`src/rtl/mux_arb_reg.sv`:
```
// mux_arb_reg
//   N-channel, W-bit selector with a registered output stage and
//   valid/ready handshakes. Channels are chosen either directly by `sl`
//   (mode=0) or by a round-robin arbiter (mode=1). The chosen word is
//   held in an output register until the consumer takes it.
//
// Ports
//   clk       rising-edge clock
//   rst       synchronous, active-high reset
//   mode      0 = direct select by sl, 1 = round-robin arbitration
//   sl        channel select (mode=0 only); values >= CHANNELS grant nothing
//   in_data   channel k occupies bits [k*WIDTH +: WIDTH]
//   in_valid  per-channel data valid
//   in_ready  per-channel accept, one-hot or zero
//   o         registered selected word
//   o_valid   o holds an unconsumed word
//   o_ready   consumer accepts o this cycle
//   o_chan    index of the channel that supplied o
module mux_arb_reg #(
   parameter int WIDTH    = 4,
   parameter int CHANNELS = 8,
   parameter int SELW     = (CHANNELS > 1) ? $clog2(CHANNELS) : 1
) (
   input  logic                      clk,
   input  logic                      rst,
   input  logic                      mode,
   input  logic [SELW-1:0]           sl,
   input  logic [CHANNELS*WIDTH-1:0] in_data,
   input  logic [CHANNELS-1:0]       in_valid,
   output logic [CHANNELS-1:0]       in_ready,
   output logic [WIDTH-1:0]          o,
   output logic                      o_valid,
   input  logic                      o_ready,
   output logic [SELW-1:0]           o_chan
);

   logic [SELW-1:0]           ptr;
   logic                      free;
   logic                      grant;
   logic [SELW-1:0]           g;
   logic                      rr_found;
   logic [SELW-1:0]           rr_idx;
   logic                      sl_ok;
   logic [CHANNELS-1:0]       vld_shift;
   logic [CHANNELS-1:0]       sl_shift;
   logic [CHANNELS*WIDTH-1:0] data_shift;
   int unsigned               k;

   // The output register can take a new word whenever it is empty or
   // being drained in this same cycle.
   assign free = !o_valid || o_ready;

   // Round-robin search starting at ptr. The index is wrapped by hand so
   // that non-power-of-two channel counts never look past CHANNELS-1.
   always_comb begin
      rr_found  = 1'b0;
      rr_idx    = '0;
      k         = 0;
      vld_shift = '0;
      for (int i = 0; i < CHANNELS; i++) begin
         k = int'(ptr) + i;
         if (k >= CHANNELS) k = k - CHANNELS;
         vld_shift = in_valid >> k;
         if (!rr_found && vld_shift[0]) begin
            rr_found = 1'b1;
            rr_idx   = SELW'(k);
         end
      end
   end

   // Direct select; an out-of-range sl simply produces no grant.
   assign sl_ok    = (int'(sl) < CHANNELS);
   assign sl_shift = in_valid >> sl;

   always_comb begin
      grant = 1'b0;
      g     = '0;
      if (mode) begin
         grant = rr_found;
         g     = rr_idx;
      end else begin
         grant = sl_ok && sl_shift[0];
         g     = sl;
      end
   end

   always_comb begin
      in_ready = '0;
      if (!rst && free && grant) in_ready = CHANNELS'(1) << g;
   end

   assign data_shift = in_data >> (int'(g) * WIDTH);

   // Output register stage. Holding when not free keeps a word stable
   // regardless of later changes to mode, sl or in_data.
   always_ff @(posedge clk) begin
      if (rst) begin
         o       <= '0;
         o_chan  <= '0;
         o_valid <= 1'b0;
         ptr     <= '0;
      end else if (free) begin
         if (grant) begin
            o       <= data_shift[WIDTH-1:0];
            o_chan  <= g;
            o_valid <= 1'b1;
            if (mode) ptr <= (int'(g) == CHANNELS - 1) ? '0 : g + 1'b1;
         end else begin
            o_valid <= 1'b0;
         end
      end
   end

endmodule

```
`config.mk`:
```
export PLATFORM = sky130hd
export DESIGN_NAME = mux_arb_reg
export DESIGN_NICKNAME = d
export VERILOG_FILES = /design/src/rtl/mux_arb_reg.sv
export SDC_FILE = /design/constraint.sdc
export NUM_CORES = 1
export LEC_CHECK = 0
export CORE_MARGIN = 2
export CORE_UTILIZATION = 37
export CTS_CLUSTER_DIAMETER = 40
export DETAILED_ROUTE_END_ITERATION = 8
export PLACE_DENSITY = 0.76
export SYNTH_ARGS = -nofsm -noshare
export SYNTH_HDL_FRONTEND = slang
export SYNTH_SLANG_ARGS = --single-unit
```
`constraint.sdc`:
```
create_clock -name clk -period 6.3 [get_ports clk]
set_input_delay 1.89 -clock clk [delete_from_list [all_inputs] [get_ports clk]]
set_output_delay 1.89 -clock clk [all_outputs]
set_load 0.1 [all_outputs]
```
# --- Word-level counts from Yosys, hierarchy flattened ---
# Cells that the tools add are included.
classes:
  order_cmp: 8
  reduce_logical: 21
  eq_ne: 1
  add_sub_neg: 16
  n_mux: 29
  shift: 11
op_table:
  columns: ["operator", "count"]
  rows:
  - ["$mux 32", 8]
  - ["$shr 8x32->1", 8]
  - ["$sub 4x4->5 const B", 7]
  - ["$shr 32x5->4", 1]
  - ["$mux 3", 10]
  - ["$ge 4x4->1 const B", 7]
  - ["$add 3x3->4 const B", 4]
  - ["$mux 1", 10]
  - ["$logic_and 1x1->1", 9]
  - ["$logic_not 1->1", 9]
  - ["$add 3x2->4 const B", 2]
  - ["$mux 8", 1]
  - ["$shl 1x3->8 const A", 1]
  - ["$shr 8x3->1", 1]
  - ["$sub 3x4->5 const B", 1]
  - ["$add 3x1->4 const B", 1]
  - ["$ge 3x4->1 const B", 1]
  - ["$add 3x1->3 const B", 1]
  - ["$eq 3x1->1 const B", 1]
  - ["$reduce_and 3->1", 1]
  - ["$reduce_and 2->1", 1]
  - ["$logic_or 1x1->1", 1]
word_totals:
  out_inout_bits: 16
  input_bits: 47
  register_bits: 11
  wordCells: 90

# --- Logic depth before layout (Yosys ltp) ---
logic_depth:
  word_depth: 28
  depth_mapped: 16
  mapped_depth_nobuf: 13

# --- Worst setup path after synthesis ---
# OpenSTA, ideal clock, no wires.
synth_timing:
  kind: "input to output"
  startpoint: "input in_valid[3]"
  endpoint: "output in_ready[7]"
  path_slack_ns: -0.238
  n_path_buf: 0
  cell_stages: 10
  required_time_ns: 4.410
  arrival_ns: 4.648
  cell_sequence: "mux4_2 > nor2_1 > a22oi_4 > a2111oi_0 > o21ai_0 > a31o_2 > inv_1 > ha_1 > ha_1 > and2_1"
synth_via:
  elab_chain_len: 26
  word_cells_on_any_way: 44
  cone_classes: "shift (10); mux (19); reduce/logical (15)"
synth_rtl:
  columns: ["element", "line", "source"]
  rows:
  - ["start, declared", "29", "input logic [CHANNELS-1:0] in_valid,"]
  - ["$shr 8x32->1", "63", "vld_shift = in_valid >> k;"]
  - ["$mux 1", "64", "if (!rr_found && vld_shift[0]) begin"]
  - ["$logic_not 1->1", "64", null]
  - ["$logic_and 1x1->1", "64", null]
  - ["$mux 1", "64", null]
  - ["$logic_not 1->1", "64", null]
  - ["$logic_and 1x1->1", "64", null]
  - ["$mux 1", "64", null]
  - ["[11 not listed]", null, null]
  - ["$mux 1", "64", null]
  - ["$logic_not 1->1", "64", null]
  - ["$logic_and 1x1->1", "64", null]
  - ["$mux 3 (*)", "64", null]
  - ["$mux 3 (*)", "78", "if (mode) begin"]
  - ["via g[1]", "40", "logic [SELW-1:0] g;"]
  - ["$shl 1x3->8 (*)", "89", "if (!rst && free && grant) in_ready = CHANNELS'(1) << g;"]
  - ["$mux 8 (*)", "89", null]
  - ["end, declared", "30", "output logic [CHANNELS-1:0] in_ready,"]
# The timed path passes the listed nets; every way through them passes the cells marked *.

# --- Worst setup path after layout ---
layout_timing:
  startpoint: "input in_valid[6]"
  endpoint: "output in_ready[7]"
# The elaborated chain is that of the path after synthesis.

==> metrics <==
status=complete, no violations; Switch Pwr=0.4566 mW; final worst slack=21.52 ps; Syn Inst Count=205; GRT Total Usage=22.78%; clock sink count=11; Seq pwr share=9.4%; initial antenna violation count=0; Met1 Wirelength=3.041 mm; Slew Viols, Final=0; top cell family by delay on the critical path=buffers and inverters; # port buffers=62; DP Worst Slack=-505.7 ps; total die area=6125 um^2; sw frac=48.68%; CTS max path bufs=2; via/cell ratio=6.005; Final GP Congestion=0.8756; Num CTS Buffers=3; largest incremental delay on the critical path=510 ps; Seq cells post-synth=11; n_diodes=0; Max Clk Rate=0.1593 GHz; CP bufs+invs=5; most common cell after layout, fill and taps aside=clkdlybuf4s50_1; met2 WL post-DR=3.996 mm; largest cells by area after synthesis=mux4_2 (14%), mux4_1 (12%), dfxtp_1 (11%); HPWL Detailed=5.146 mm; Hold WC Path Type=reg2reg; Clock Skew=9.790 ps; most area-hungry cell type in the Yosys netlist=mux4_2; Final setup viols=0; via count=2282; pin count of the biggest net entering global routing=20; Clk pwr share=7.8%; peak fanout along the critical path=9; Syn Area/Cell=9.955 um^2; Final Util=62.82%; fraction of registers with async set/reset=0%; max-cap viol count=0; clk_lat worst skew=240 ps; drt first pass iters=5; most frequent cells in the layout=clkdlybuf4s50_1 (46), buf_4 (45), mux4_2 (14), mux2i_1 (13); # DRC=0; clock root buffer=clkbuf_8; WL met3=387 um; I/O Pins=63; Arr. time, crit path=4390 ps; Cell Area, Synth=2041 um^2; setup TNS=0 ps; FILL cells=406; first-pass GRT wire length=11.09 mm; Slew @ Worst Pin=993.6 ps; ANT nets after route=0; post-layout minimum cycle time=6278 ps; CTS tree=done; core footprint=5405 um^2; Slew headroom=33.56%; final worst-path cycle share=99.66%; yosys warns=0; Pint=0.4815 mW; Iteration-0 DRC Markers=202; peak supply drop=0.1309 mV; register area share after synthesis=10.79%; ys flop type=dfxtp_1; EDFF count, synth=0; endpoint type of the worst setup path=primary output; Synth top area share=14.35%; kind of critical path=in2out; Pwr Total=0.9381 mW; drt wl/cell=19.70 um; Die Y=78.27 um; synth unique cells=55; startpoint types=primary input; worst path cell trace=buf_6 > mux4_2 > buf_6 > mux2i_1 > buf_4 > nand4_1 > a31oi_1 > o21ai_1 > a31o_2 > inv_4 > ha_4 > ha_4 > and2_4 > buf_12; FP Rows=27; WL final=7.487 mm; grt ovf=0; share of cells above drive strength 1=44.48%; vias in the first global route=2257; LEAKAGE=1.344 nW; H-tree depth=1; slowest CP cell=mux4_2; Die X=78.27 um; clock slew at reported path FFs=50 ps; top layer in use=met4; Initial Util=37.75%; Post-CTS Hold Fix Bufs=0; worst endpoint required time=4410 ps; # nets final=368; Comb pwr share=82.8%; Cell Pwr Density=276.3 nW/um^2; Layout area overhead=66.40%; final hold viol count=0; Syn Nets=264
==> per-stage QoR <==
| stage | area [um^2] | hold slack (ps) | std cells |
|---|---|---|---|
| after global routing | 3396 | 467.7 | 380 |
| after floorplan | 2051 | 703.7 | 205 |
| final | 3396 | 451.1 | 380 |
| after detailed placement | 3064 | 447.8 | 365 |
| after global placement | 3064 | 443.4 | 365 |
| after CTS | 3249 | 454.5 | 378 |
==> cells in the mapped netlist (3+ instances only) <==
| cell type | number |
|---|---|
| clkbuf_1 | 4 |
| nand2b_1 | 8 |
| mux4_2 | 13 |
| inv_1 | 12 |
| mux2i_1 | 14 |
| nand2_1 | 7 |
| nor2_1 | 13 |
| a2111oi_2 | 5 |
| mux4_1 | 9 |
| o22ai_1 | 3 |
| a21oi_1 | 5 |
| mux2_2 | 6 |
| buf_2 | 5 |
| nor2b_1 | 3 |
| dfxtp_1 | 11 |
| nor3_1 | 12 |
| a31oi_1 | 5 |
| and2_1 | 10 |
| ha_1 | 12 |
==> metal layers <==
metal,vias up,global-route usage [%]
met1,1137,30.61
li1,1037,-
met2,98,39.74
met3,10,2.759
met4,0,4.211
met5,-,0
==> state kept, by name (all words and copies together), names as in the netlist <==
register and flops:
o 4, o_valid 1, ptr 3, o_chan 3
==> cells by family after synthesis <==
kind of cell    after synthesis  synth area share (%)
compound gates               48                 20.85
xor+xnor                      2                0.8585
fa+ha+maj                    12                 7.357
buf+inv                      25                 5.824
flops                        11                 10.79
mux                          44                 37.95
simple gates                 63                 16.37
==> worst paths after layout <==
kind | from | to | slack, ps | cells after the start
worst max-delay path | in_valid[6] | in_ready[7] | 20 | 14
worst min-delay path | o_chan[2]$_SDFFE_PP0P_ | o_chan[2]$_SDFFE_PP0P_ | 450 | 2
worst max register to register | ptr[0]$_SDFFE_PP0P_ | o[1]$_SDFFE_PP0P_ | 2130 | 13
worst min register to register | o_chan[2]$_SDFFE_PP0P_ | o_chan[2]$_SDFFE_PP0P_ | 450 | 2
==> timing repair <==
| action | CTS | global route |
|---|---|---|
| gates resized for setup | 63 | 39 |
| endpoints found under the setup margin | 8 | 8 |
| pin swaps | 10 | 18 |
| hold endpoints to repair | 0 | 0 |
| setup buffers | 9 | 3 |
==> power by group through the flow <==
stage               Sequential [mW]  Clock, mW  Combinational [mW]
floorplan                     0.157          0               0.367
global placement             0.0891          0               0.629
detailed placement           0.0895          0               0.636
CTS                          0.0881     0.0738               0.711
global route                 0.0895     0.0778               0.817
finish                       0.0882     0.0729               0.777
==> cell type report <==
cell class              instances  area (um^2)  share of cell area, %
well taps                      72        90.09                  2.653
multi-input cells             169         1887                  55.56
repair buffers                111         1102                  32.46
clock buffers                   4        45.04                  1.326
inverters                      13        51.30                  1.511
flip-flops and latches         11        220.2                  6.485
==> tightest hold or removal path: stages (launching register included) <==
cell and delay (ps):
dfxtp_1 300, nand2_1 50, a21oi_1 50
(Power assumes the default switching activity.)
==> edit 1 (same settings) <==
Set the parameter `WIDTH` to 6 (it was 4).
--- a/src/rtl/mux_arb_reg.sv
+++ b/src/rtl/mux_arb_reg.sv
@@ -17,7 +17,7 @@
 //   o_ready   consumer accepts o this cycle
 //   o_chan    index of the channel that supplied o
 module mux_arb_reg #(
-   parameter int WIDTH    = 4,
+   parameter int WIDTH    = 6,
    parameter int CHANNELS = 8,
    parameter int SELW     = (CHANNELS > 1) ? $clog2(CHANNELS) : 1
 ) (
Ports: changed (resized in_data and o); port bits go from 63 to 81. The function was not compared with the original's and may differ.
==> edit 1 against the unedited design <==
The flow now finishes with violations (setup timing). Area after synthesis rose by 16%. Sequential share of layout area is 0.15 points lower. Wire length grew 6.7%. Setup slack lost 0.071 ns. Cell count grew 17%. Clock power is 2.9% higher. Power is 31% higher. Sequential cell count up 2. Cell area rose by 21%. Core utilization grew 2.7 points. Register-to-register slack lost 0.16 ns. Largest power group unchanged.
==> edit 1: results <==
metrics = {
    "global_routing": {
        "antenna_found_initial": 0,
        "grt_first_pass_wirelength_um": 12610,
        "grt_pass1_vias": 2525,
        "gr-usage-all-layers_pct": 21.89,
        "grt_max_degree": 26,
    },
    "placed_design": {
        "hpwlAfterDp_um": 5909,
        "place.gp.congestion": 0.9097,
        "io_buffers": 80,
    },
    "clock_network": {
        "root_buffer": "clkbuf_8",
        "clk_latency_ns": 0.25,
        "clk_pin_slew_ns": 0.06,
        "clock_path_buffers": 2,
        "numCtsBuffers": 3,
        "cts_max_level": 1,
    },
    "timing": {
        "worst_clock_skew_ns": 0.005789,
        "setup_viol_count_final": 6,
        "setup_slack_ns": -0.04936,
        "slew_headroom_pct": 33.61,
    },
    "route": {
        "post_drt_wl_per_cell_um": 18.00,
        "dr.pass1.iters": 4,
        "drt_iter0_markers": 78,
        "ant_nets": 0,
        "vias_per_cell": 5.617,
    },
    "power_and_ir_drop": {
        "peakVddDrop_uv": 169.9,
        "p_leak_nw": 1.579,
    },
    "outcome": {
        "status": "finished with violations",
        "failed_checks": "setup timing",
    },
    "synth": {
        "netlist_top_cells_count": "mux2i_1 (26), o211ai_1 (24), nor2_1 (23)",
        "synthFlopType": "dfxtp_1",
        "yosys.cell_types.count": 58,
        "synth.area.top_cells": "mux4_2 (13%), dfxtp_1 (11%), mux2i_1 (11%)",
        "seq_area_frac_synth_pct": 10.95,
        "yosysWarnings": 0,
        "ys_async_sr_fraction_pct": 0,
        "syn_nets": 314,
    },
    "layout": {
        "largest_registers": "o (6), o_chan (3), ptr (3)",
        "num_antenna_cells": 0,
        "fillers": 484,
        "final_layout_size_suffix_gt1_share_pct": 46.59,
        "final_nets": 441,
    },
    "critical_path": {
        "rr_startpoint": "ptr[0]",
        "critPathMaxStageDelay_ns": 0.51,
        "worst_path_max_delay_cell": "mux4_2",
        "crit_arrival_ns": 4.46,
        "crit_path_start": "in_valid[4]",
        "crit_fanout": 8,
        "path_delay_family": "compound AO/OA/AOI/OAI gates",
    },
    "hold_path": {
        "hold_path.class": "reg2reg",
        "min_from": "o_chan[2]",
    },
}
edit 1: cell types whose count changed after synthesis, sizes merged, moves of 4 or more:
cell / before / now
nand3b: 2 / 7
and2: 10 / 3
nor2: 13 / 23
nor3: 12 / 4
mux4: 22 / 16
clkbuf: 4 / 10
mux2: 7 / 18
a2111oi: 6 / 0
nand2b: 8 / 4
mux2i: 15 / 28
o211ai: 2 / 26
edit 1: report_power, final:
group,internal [mW],switching (mW)
combinational,0.494,0.552
clock,0.0447,0.0303
sequential,0.101,0.0104
total,0.639,0.592
edit 1: layout make-up:
class                   instances  area [um^2]  area share [%]
flip-flops and latches         13        260.3           6.332
clock buffers                   4        45.04           1.096
repair buffers                140         1455           35.40
well taps                      77        96.34           2.344
inverters                      15        63.81           1.553
multi-input cells             195         2190           53.27
edit 1: kinds of logic after synthesis:
kind of cell,synth area share [%]
simple gates,14.48
mux,37.02
buf+inv,11.00
flops,10.95
xor+xnor,1.527
compound gates,19.75
fa+ha+maj,5.266
edit 1: metal layers:
metal | global-route usage, % | share of wire (%) | wire [um]
met3 | 4.425 | 7.0 | 563
met1 | 24.60 | 38 | 3075
met5 | 0 | 0 | 0
met4 | 3.812 | 0.95 | 76
met2 | 42.64 | 53 | 4275
edit 1: worst paths after layout:
path	to	slack, ns	cells past startpoint
setup / recovery	in_ready[3]	-0.05	12
hold / removal	o_chan[2]	0.49	2
setup reg to reg	o[0]	1.97	14
hold reg to reg	o_chan[2]	0.49	2
edit 1: per-stage QoR:
| stage | std cells | cell area, um^2 | TNS [ns] | setup slack (ns) | total power, mW |
|---|---|---|---|---|---|
| after floorplan | 241 | 2494 | -0.1350 | -0.04566 | 0.7584 |
| after global placement | 422 | 3597 | -4.255 | -0.5697 | 0.9775 |
| after detailed placement | 422 | 3597 | -4.810 | -0.6341 | 0.9945 |
| after CTS | 439 | 3991 | -0.01798 | -0.01098 | 1.171 |
| after global routing | 444 | 4110 | -0.6522 | -0.1230 | 1.304 |
| final | 444 | 4110 | -0.1043 | -0.04936 | 1.231 |
edit 1: worst register-to-register path, stage by stage (launching register included):
cell      delay (ns)
dfxtp_1         0.38
inv_2           0.13
ha_1            0.74
mux2i_2         0.17
mux4_2          0.52
a32oi_4         0.31
and2b_2         0.26
o32a_4          0.20
a311o_2         0.33
buf_4           0.14
buf_4           0.11
buf_4           0.12
a311oi_2        0.49
o211ai_1        0.21
o211ai_1        0.14
edit 1: timing repair:
action                     CTS  global route
buffers inserted            11             6
cloned                       2             0
pin swaps                   14            14
gates resized for setup     89            13
setup endpoints to repair    8             8
==> edit 2 (same flow settings) <==
Made on the original files. Add an input register stage for `mode`, with the module's reset; this delays it by one clock. The other inputs are not delayed to match.
--- a/src/rtl/mux_arb_reg.sv
+++ b/src/rtl/mux_arb_reg.sv
@@ -33,6 +33,16 @@
    input  logic                      o_ready,
    output logic [SELW-1:0]           o_chan
 );
+
+   logic mode_q;
+
+   always_ff @(posedge clk) begin
+      if (rst) begin
+         mode_q <= '0;
+      end else begin
+         mode_q <= mode;
+      end
+   end
 
    logic [SELW-1:0]           ptr;
    logic                      free;
@@ -75,7 +85,7 @@
    always_comb begin
       grant = 1'b0;
       g     = '0;
-      if (mode) begin
+      if (mode_q) begin
          grant = rr_found;
          g     = rr_idx;
       end else begin
@@ -104,7 +114,7 @@
             o       <= data_shift[WIDTH-1:0];
             o_chan  <= g;
             o_valid <= 1'b1;
-            if (mode) ptr <= (int'(g) == CHANNELS - 1) ? '0 : g + 1'b1;
+            if (mode_q) ptr <= (int'(g) == CHANNELS - 1) ? '0 : g + 1'b1;
          end else begin
             o_valid <= 1'b0;
          end
Check against the original RTL: not equivalent (a bounded check fails within 4 cycles, from zero or initial values and one cycle with rst high).
==> edit 2 against the unedited design <==
The run now ends with setup timing left. Area after synthesis increased by 2.1%. Setup slack worse by 0.33 ns. Cell area grew 9.9%. Hold slack improved by 0.061 ns. Wire length rose by 13%. Power shrank 25%. Via count rose by 9.7%. Combinational power fell by 33%. Clock power is 19% higher. Global-route usage grew 2.3 points. Sequential cell count up 1. Sequential share of layout area hardly changed. Critical endpoint unchanged.
==> edit 2: results <==
metrics = {
    "outcome": {
        "status": "finished with violations",
        "failed_checks": "setup timing",
    },
    "layout": {
        "final_layout_size_suffix_gt1_share_pct": 50.00,
        "num_antenna_cells": 0,
        "fillers": 371,
        "final_nets": 398,
    },
    "clock_network": {
        "clock_path_buffers": 2,
        "root_buffer": "clkbuf_8",
        "cts_max_level": 1,
    },
    "hold_path": {
        "hold_path_end": "o_chan[0]",
        "hold_depth": 2,
        "min_from": "o_chan[0]",
    },
    "global_routing": {
        "grt_first_pass_wirelength_um": 12230,
        "grt_pass1_vias": 2428,
        "gr-usage-all-layers_pct": 25.08,
        "grt_max_degree": 20,
    },
    "placed_design": {
        "place.gp.congestion": 0.9225,
        "hpwlAfterDp_um": 5173,
        "io_buffers": 62,
        "place_ws_ns": -0.7017,
    },
    "timing": {
        "setup_slack_ns": -0.3065,
        "setup_viol_count_final": 8,
        "tightest_slew_ns": 1.009,
        "worst_clock_skew_ns": 0.006784,
        "fin_hold_ws_ns": 0.5124,
    },
    "route": {
        "wl_met2_um": 4170,
        "met3_wirelength_um": 692,
        "topRoutingLayerUsed": "met4",
        "dr.pass1.iters": 5,
        "vias_per_cell": 6.105,
        "drt_iter0_markers": 354,
        "post_drt_wl_per_cell_um": 20.57,
        "drt-met1-wl_um": 3257,
    },
    "synth": {
        "yosys.cell_types.count": 61,
        "synthFlopType": "dfxtp_1",
        "netlist_top_cells_count": "nor2_1 (17), mux2i_1 (15), mux4_2 (14)",
        "seq_area_frac_synth_pct": 11.52,
        "synth.area.top_cells": "mux4_2 (15%), dfxtp_1 (12%), mux4_1 (10%)",
        "yosysWarnings": 0,
        "syn_nets": 266,
    },
    "critical_path": {
        "r2r_cells": 29,
        "crit_fanout": 6,
        "path_delay_family": "compound AO/OA/AOI/OAI gates",
        "rr_endpoint": "o_chan[1]",
        "crit_arrival_ns": 4.72,
        "critPathMaxStageDelay_ns": 0.47,
        "rrSetupSlack_ns": 0.54,
    },
    "power_and_ir_drop": {
        "p_leak_nw": 1.508,
        "peakVddDrop_uv": 90.41,
    },
}
[edit 2: cell types whose count changed after synthesis, sizes merged, moves of 4 or more]
cell     unedited run  this run
and2               10         3
a211oi              2         9
and3                0         7
nor3               12         5
nor2               13        18
o21ai               2         6
nand2b              8         2
a2111oi             6         0
[edit 2: how the worst max path moves through the flow]
stage                 from     endpoint  slack [ns]
6_report       in_valid[3]  in_ready[7]       -0.31
5_1_grt        in_valid[3]  in_ready[7]       -0.34
4_1_cts        in_valid[3]  in_ready[3]       -0.21
3_5_place_dp   in_valid[6]  in_ready[6]       -0.70
3_3_place_gp   in_valid[1]  in_ready[7]       -0.63
2_1_floorplan  in_valid[3]  in_ready[0]       -0.11
[edit 2: cell type report]
class / count / area share (%)
Multi-Input combinational cell: 170 / 52.53
Timing Repair Buffer: 140 / 35.94
Sequential cell: 12 / 6.436
Tap cell: 72 / 2.414
Clock buffer: 4 / 1.475
Inverter: 12 / 1.207
[edit 2: timing repair]
item / CTS / global route
hold buffers: 0 / 0
pin swaps: 7 / 12
endpoints found under the setup margin: 8 / 9
cloned: 0 / 0
buffers inserted: 30 / 7
gates resized for setup: 77 / 28
[edit 2: report_power, final]
part           internal (mW)  switching, mW
Combinational          0.253          0.270
Clock                 0.0554         0.0311
Sequential            0.0849        0.00592
Total                  0.394          0.307
[edit 2: worst reg2reg max path, delay by kind of cell (launching register included)]
| family | cells | cell delay, ns |
|---|---|---|
| multiplexers | 1 | 0.59 |
| AO/OA/AOI/OAI | 6 | 1.45 |
| adder cells (fa/ha/maj) | 1 | 0.65 |
| buffers and inverters | 21 | 2.63 |
| flip-flops | 1 | 0.35 |
[edit 2: layer usage]
layer | vias to the layer above | track usage [%]
met1 | 1186 | 32.12
li1 | 1091 | -
met4 | 0 | 8.276
met2 | 185 | 43.39
met5 | - | 0
met3 | 41 | 3.523
[edit 2: kinds of logic after synthesis]
family / synth area share (%)
and+or+nand+nor: 19.09
buffers and inverters: 6.602
xor gates and xnor gates: 0.8405
adders and majority gates: 7.203
AOI/OAI and AO/OA: 17.11
muxes: 37.63
DFF: 11.52
[edit 2: metrics by stage]
| stage | instances | utilization, % | power, mW | setup TNS (ns) | cell area (um^2) |
|---|---|---|---|---|---|
| final | 410 | 68.20 | 0.7008 | -1.968 | 3732 |
| after floorplan | 207 | - | 0.3499 | -0.5748 | 2105 |
| after global placement | 373 | 57.38 | 0.4839 | -4.883 | 3141 |
| after detailed placement | 373 | 57.38 | 0.4917 | -5.477 | 3141 |
| after global routing | 410 | 68.20 | 0.7275 | -2.331 | 3732 |
| after CTS | 407 | 65.18 | 0.6421 | -1.167 | 3567 |
